## src/rtl/sbox_share_sched_if.sv

```systemverilog
// Requester-side bundle for the shared S-box scheduler.
// sbox_in exposes the byte currently presented to the S-box.
interface sbox_share_sched_if #(
  parameter int NREQ = 2
);
  logic [NREQ-1:0]    req_valid;
  logic [32*NREQ-1:0] req_word;
  logic [NREQ-1:0]    req_ready;
  logic [NREQ-1:0]    rsp_valid;
  logic [31:0]        rsp_word;
  logic               busy;
  logic [7:0]         sbox_in;

  modport master (
    output req_valid, req_word,
    input  req_ready, rsp_valid, rsp_word, busy, sbox_in
  );

  modport slave (
    input  req_valid, req_word,
    output req_ready, rsp_valid, rsp_word, busy, sbox_in
  );
endinterface

```

## src/rtl/sbox_share_sched.sv

```systemverilog
// One registered AES S-box shared by NREQ SubWord requesters.
// SBOX_SHARE_SCHED_RR_EN selects round-robin over fixed priority.
module sboxaes (
  input  logic       clk,
  input  logic       rst_n,
  input  logic [7:0] i_in,
  output logic [7:0] o_out
);
  function automatic logic [7:0] gmul(
    input logic [7:0] a,
    input logic [7:0] b
  );
    logic [7:0] p;
    logic [7:0] x;
    p = '0;
    x = a;
    for (int i = 0; i < 8; i++) begin
      if (b[i]) p = p ^ x;
      x = {x[6:0], 1'b0} ^ (x[7] ? 8'h1B : 8'h00);
    end
    return p;
  endfunction

  // x^254 is the field inverse, and maps 0 to 0
  function automatic logic [7:0] ginv(input logic [7:0] a);
    logic [7:0] s;
    logic [7:0] r;
    s = gmul(a, a);
    r = s;
    for (int i = 0; i < 6; i++) begin
      s = gmul(s, s);
      r = gmul(r, s);
    end
    return r;
  endfunction

  function automatic logic [7:0] affine(input logic [7:0] v);
    logic [7:0] o;
    logic [7:0] c;
    c = 8'h63;
    o = '0;
    for (int i = 0; i < 8; i++) begin
      o[i] = v[i] ^ v[(i + 4) % 8] ^ v[(i + 5) % 8]
           ^ v[(i + 6) % 8] ^ v[(i + 7) % 8] ^ c[i];
    end
    return o;
  endfunction

  always_ff @(posedge clk or negedge rst_n) begin
    if (!rst_n) o_out <= '0;
    else        o_out <= affine(ginv(i_in));
  end
endmodule

module sbox_share_sched #(
  parameter int NREQ = 2
) (
  input logic clk,
  input logic rst_n,
  sbox_share_sched_if.slave bus
);
  localparam int PW = (NREQ > 1) ? $clog2(NREQ) : 1;

  typedef enum logic [1:0] {
    S_IDLE,
    S_ISSUE,
    S_DRAIN
  } state_t;

  state_t          r_state;
  state_t          w_next;
  logic [1:0]      r_idx;
  logic [1:0]      w_cap_idx;
  logic [31:0]     r_word;
  logic [31:0]     r_res;
  logic [31:0]     r_rsp_word;
  logic [31:0]     w_word;
  logic [NREQ-1:0] r_own;
  logic [NREQ-1:0] r_rsp_valid;
  logic [NREQ-1:0] w_grant;
  logic [NREQ-1:0] w_ready;
  logic            w_hit;
  logic            w_acc;
  logic [7:0]      w_sbox_in;
  logic [7:0]      w_sbox_out;

`ifdef SBOX_SHARE_SCHED_RR_EN
  logic [PW-1:0] r_ptr;
  logic [PW-1:0] w_gidx;
  logic [PW:0]   w_sum;

  // Search starts just past the last winner
  always_comb begin
    w_grant = '0;
    w_gidx  = '0;
    w_hit   = 1'b0;
    w_sum   = '0;
    for (int k = 0; k < NREQ; k++) begin
      w_sum = {1'b0, r_ptr} + (PW+1)'(k + 1);
      if (w_sum >= (PW+1)'(NREQ))
        w_sum = w_sum - (PW+1)'(NREQ);
      if (!w_hit && bus.req_valid[w_sum[PW-1:0]]) begin
        w_grant[w_sum[PW-1:0]] = 1'b1;
        w_gidx = w_sum[PW-1:0];
        w_hit  = 1'b1;
      end
    end
  end

  always_ff @(posedge clk or negedge rst_n) begin
    if (!rst_n)     r_ptr <= PW'(NREQ - 1);
    else if (w_acc) r_ptr <= w_gidx;
  end
`else
  always_comb begin
    w_grant = '0;
    w_hit   = 1'b0;
    for (int k = 0; k < NREQ; k++) begin
      if (!w_hit && bus.req_valid[k]) begin
        w_grant[k] = 1'b1;
        w_hit      = 1'b1;
      end
    end
  end
`endif

  assign w_ready = (rst_n && r_state == S_IDLE) ? w_grant : '0;
  assign w_acc   = |(bus.req_valid & w_ready);

  always_comb begin
    w_word = '0;
    for (int k = 0; k < NREQ; k++) begin
      if (w_grant[k]) w_word = w_word | bus.req_word[32*k +: 32];
    end
  end

  always_comb begin
    w_next = r_state;
    unique case (r_state)
      S_IDLE:  if (w_acc) w_next = S_ISSUE;
      S_ISSUE: if (r_idx == 2'd3) w_next = S_DRAIN;
      S_DRAIN: w_next = S_IDLE;
      default: w_next = S_IDLE;
    endcase
  end

  always_ff @(posedge clk or negedge rst_n) begin
    if (!rst_n) r_state <= S_IDLE;
    else        r_state <= w_next;
  end

  assign w_cap_idx = r_idx - 2'd1;
  assign w_sbox_in = (r_state == S_ISSUE) ?
                     r_word[{r_idx, 3'b000} +: 8] : 8'h00;

  sboxaes u_sbox (
    .clk   (clk),
    .rst_n (rst_n),
    .i_in  (w_sbox_in),
    .o_out (w_sbox_out)
  );

  // S-box output lags the issued byte by one cycle
  always_ff @(posedge clk or negedge rst_n) begin
    if (!rst_n) begin
      r_idx       <= '0;
      r_word      <= '0;
      r_res       <= '0;
      r_own       <= '0;
      r_rsp_valid <= '0;
      r_rsp_word  <= '0;
    end else begin
      r_rsp_valid <= '0;
      unique case (r_state)
        S_IDLE: begin
          if (w_acc) begin
            r_word <= w_word;
            r_own  <= w_ready;
            r_idx  <= '0;
          end
        end
        S_ISSUE: begin
          r_idx <= r_idx + 2'd1;
          if (r_idx != 2'd0)
            r_res[{w_cap_idx, 3'b000} +: 8] <= w_sbox_out;
        end
        S_DRAIN: begin
          r_res[31:24] <= w_sbox_out;
          r_rsp_valid  <= r_own;
          r_rsp_word   <= {w_sbox_out, r_res[23:0]};
        end
        default: ;
      endcase
    end
  end

  assign bus.req_ready = w_ready;
  assign bus.rsp_valid = r_rsp_valid;
  assign bus.rsp_word  = r_rsp_word;
  assign bus.busy      = (r_state != S_IDLE);
  assign bus.sbox_in   = w_sbox_in;
endmodule
```

## src/flat_wrapper.sv

```systemverilog
// flat-port wrapper written by rule: the top's interface ports become plain ports
module sbox_share_sched_flat 
#(
  parameter int NREQ = 2
)
  (clk, rst_n, bus_req_valid, bus_req_word, bus_req_ready, bus_rsp_valid, bus_rsp_word, bus_busy, bus_sbox_in);
  sbox_share_sched_if #(.NREQ(NREQ)) bus_i ();
  input logic clk;
  input logic rst_n;
  input wire logic [$bits(bus_i.req_valid)-1:0] bus_req_valid;
  input wire logic [$bits(bus_i.req_word)-1:0] bus_req_word;
  output wire logic [$bits(bus_i.req_ready)-1:0] bus_req_ready;
  output wire logic [$bits(bus_i.rsp_valid)-1:0] bus_rsp_valid;
  output wire logic [$bits(bus_i.rsp_word)-1:0] bus_rsp_word;
  output wire logic [$bits(bus_i.busy)-1:0] bus_busy;
  output wire logic [$bits(bus_i.sbox_in)-1:0] bus_sbox_in;
  assign bus_i.req_valid = bus_req_valid;
  assign bus_i.req_word = bus_req_word;
  assign bus_req_ready = bus_i.req_ready;
  assign bus_rsp_valid = bus_i.rsp_valid;
  assign bus_rsp_word = bus_i.rsp_word;
  assign bus_busy = bus_i.busy;
  assign bus_sbox_in = bus_i.sbox_in;
  sbox_share_sched #(.NREQ(NREQ)) u_core (.clk(clk), .rst_n(rst_n), .bus(bus_i));
endmodule
```

## config.mk

```make
export PLATFORM = sky130hd
export DESIGN_NAME = sbox_share_sched_flat
export DESIGN_NICKNAME = d
export VERILOG_FILES = /design/src/rtl/sbox_share_sched_if.sv /design/src/rtl/sbox_share_sched.sv /design/src/flat_wrapper.sv
export SDC_FILE = /design/constraint.sdc
export NUM_CORES = 1
export LEC_CHECK = 0
export ABC_AREA = 1
export CAP_MARGIN = 40
export CORE_AREA = 2 2 253 255
export CTS_CLUSTER_DIAMETER = 80
export CTS_CLUSTER_SIZE = 8
export DETAILED_ROUTE_END_ITERATION = 12
export DIE_AREA = 0 0 255 257
export PLACE_DENSITY = 0.59
export SLEW_MARGIN = 20
export SYNTH_ARGS = -nofsm -noshare
export SYNTH_HDL_FRONTEND = slang
export SYNTH_SLANG_ARGS = --single-unit
```

## constraint.sdc

```tcl
create_clock -name clk -period 16.2 [get_ports clk]
set_clock_uncertainty 0.1 [all_clocks]
set_input_delay 3.24 -clock clk [delete_from_list [all_inputs] [get_ports clk]]
set_output_delay 3.24 -clock clk [all_outputs]
set_load 0.005 [all_outputs]
```

==> flow_summary.json <==
{
  "critPathKind": "reg2reg",
  "syn-instance-count": 4682,
  "cts_tree": "yes",
  "critPathLaunchType": "flip-flop",
  "cap_violations": 0,
  "core_area_sq_um": 62700,
  "routed_wl_mm": 79.4,
  "synth-seq-cells": 104,
  "portBuffers": 112,
  "finalHoldViolations": 0,
  "cts.path.max_buffers": 2,
  "required_ns": 16.34,
  "worstMarginPinSlew_ns": 0.661,
  "dp_hpwl_mm": 62.3,
  "layout-drive-gt1-share_pct": 9.94,
  "fmax_mhz": 68.6,
  "critPathLaunch": "u_core.r_idx[1]",
  "place_congestion": 0.955,
  "dpl.cell_count": 5544,
  "grt_first_pass_wirelength_mm": 130,
  "hp-class": "reg2reg",
  "drv_slew": 0,
  "r2r_start": "u_core.r_idx[1]",
  "layout.nets": 4795,
  "synth_edf_count": 0,
  "dieArea_sq_um": 65500,
  "cts_buffers": 9,
  "row_count": 92,
  "holdWs_ns": 0.386,
  "placed_cell_area_sq_um": 25900,
  "synth-seq-area-share_pct": 10.7,
  "status": "complete, no violations",
  "netlist_area_sq_um": 24300,
  "area_growth_pct": 8.55,
  "drtPass1Iterations": 7,
  "chipWidth_um": 255,
  "setup_viol": 0,
  "vias_per_cell": 5.12,
  "cp.arrival_ns": 14.72,
  "cp-end-kind": "flip-flop",
  "yosysWarnings": 0,
  "finalCritPeriodShare_pct": 90.0,
  "route.detailed.drc": 0,
  "min_period_ns": 14.58,
  "grt_use_met2_pct": 40.1,
  "cp_common_cell": "nand2_1",
  "diodes": 0,
  "initial_core_util_pct": 38.7,
  "pin_count": 113,
  "dr.first_iter.drc_count": 2337,
  "cts.clk_slew.worst_paths_ns": 0.08,
  "root_buffer": "clkbuf_16",
  "grt_overflow": 0,
  "first_global_vias": 25500,
  "maxSlewHeadroom_pct": 55.8,
  "via_count": 28470,
  "insertion_delay_ns": 0.35,
  "antenna_found_initial": 0,
  "grtUsageTotal_pct": 23.8,
  "grt_use_met1_pct": 33.0,
  "synth_cell_types": 45,
  "ant_nets": 0,
  "grt.busiest_layer": "met2",
  "fin_cells": 5565,
  "fin_tns_setup_ns": 0,
  "final_cell_area_sq_um": 26400,
  "met3_usage_pct": 1.56,
  "synth_fp_nets": 4763,
  "cp_max_fo": 26,
  "grt_max_degree": 66,
  "die_y_um": 257,
  "clkSinkCount": 104,
  "synth_ff_type": "dfrtp_1",
  "hp-start": "u_core.bus.rsp_word[3]",
  "routedWlPerCell_um": 14.3,
  "syn_area_per_cell_sq_um": 5.19,
  "rsz0062_at_grt": "no",
  "async_flop_share_pct": 100,
  "h-tree-depth": 3,
  "cts_hold_buf": 0,
  "critPathSlowestCell": "dfrtp_2",
  "slowest_delay_ns": 0.54
}
## metrics by stage
step | utilization [%] | worst slack (ns)
final | 42.0 | 1.62
after floorplan | - | 3.21
after CTS | 41.8 | 0.985
after global routing | 42.0 | 0.0715
after detailed placement | 41.3 | 1.05
after global placement | 41.2 | 0.970
## what timing repair did
action / CTS / global route
endpoints found under the setup margin: 0 / 8
gates resized for setup: 0 / 23
setup buffers: 0 / 1
## routing by layer
| metal | vias up | share of wire [%] |
|---|---|---|
| met5 | - | 0 |
| met1 | 12709 | 46 |
| met3 | 141 | 5.3 |
| met4 | 0 | 2.2 |
| met2 | 822 | 47 |
| li1 | 14798 | - |
## final cells by class
cell class              instances  area (sq um)
repair buffers                159          1510
clock inverters                 7          95.1
multi-input cells            3888         18800
inverters                     552          2090
well taps                     846          1060
fillers                      6996         36400
flip-flops and latches        104          2610
clock buffers                   9           225
## cell usage in the layout, fill, tap and decap left out, drive strengths merged, types with 13 or more instances in the layout
cell type      Yosys  routed
nand2           2202    2202
nand3            769     769
nand3b            45      45
ha                13      13
clkdlybuf4s50      0     111
o21ai            117     117
buf              108      48
inv              539     541
clkinv            13      17
or2               17      17
nor2             326     327
dfrtp            104     104
nand4             87      87
a31oi             32      32
xor2             151     151
xnor2             73      73
## path summary, 6_finish.rpt
kind	to	slack, ns	depth (start not counted)
setup / recovery	u_core.u_sbox.o_out[0]	1.62	99
hold / removal	u_core.bus.rsp_word[3]	0.39	2
setup reg to reg	u_core.u_sbox.o_out[0]	1.62	99
hold reg to reg	u_core.bus.rsp_word[3]	0.39	2
max in group asynchronous	u_core.r_idx[1]	12.25	3
min in group asynchronous	u_core.bus.rsp_word[26]	2.79	1
## cells in the mapped netlist (8+ instances only)
cell      count  area share, %
buf_2        44           0.91
a31oi_1      32           0.82
buf_4        21           0.65
nor2_2       21           0.54
nand2_4      22            1.0
mux2_2        8           0.37
clkinv_1     13           0.20
nand2_2     141            3.6
nand3b_1     43            1.3
nand3_2      27            1.1
inv_2       139            2.1
nand3_1     742             15
o21ai_1      48           0.99
nand2_1    2038             31
buf_1        10           0.15
o211ai_1     11           0.34
buf_6        33            1.5
nand4_1      87            2.2
o21bai_1     11           0.34
clkbuf_1     31           0.48
xnor2_2      11           0.74
inv_1       395            6.1
o21ai_0      69            1.4
a21oi_1       9           0.19
xnor2_1      61            2.2
dfrtp_1     104             11
or2_1        13           0.33
nor2_1      300            4.6
ha_1         13           0.67
xor2_1      140            5.0
## state kept, by name (all words and copies together) (netlist names)
register / count
u_core.bus.rsp_word: 32
u_core.r_own: 2
u_core.r_res: 24
u_core.r_idx: 2
u_core.r_state: 2
u_core.bus.rsp_valid: 2
u_core.u_sbox.o_out: 8
u_core.r_word: 32
## logic make-up after synthesis
group	after synthesis	share of synthesized area [%]
simple gates	3449	62.3
buf+inv	691	12.3
xor+xnor	227	9.31
compound gates	190	4.38
flops	104	10.7
fa+ha+maj	13	0.670
mux	8	0.371
## worst max-delay path: cells and delay by family (launching register included)
family	cells	cell delay, ns
buffers and inverters	17	1.70
adders and majority gates	5	1.92
DFF	1	0.54
xor gates and xnor gates	4	1.06
and+or+nand+nor	71	8.64
AOI/OAI and AO/OA	2	0.42
Power is left out: the tool's default activity adds up to more than one toggle a clock period on the data nets, which glitch-free logic cannot reach.
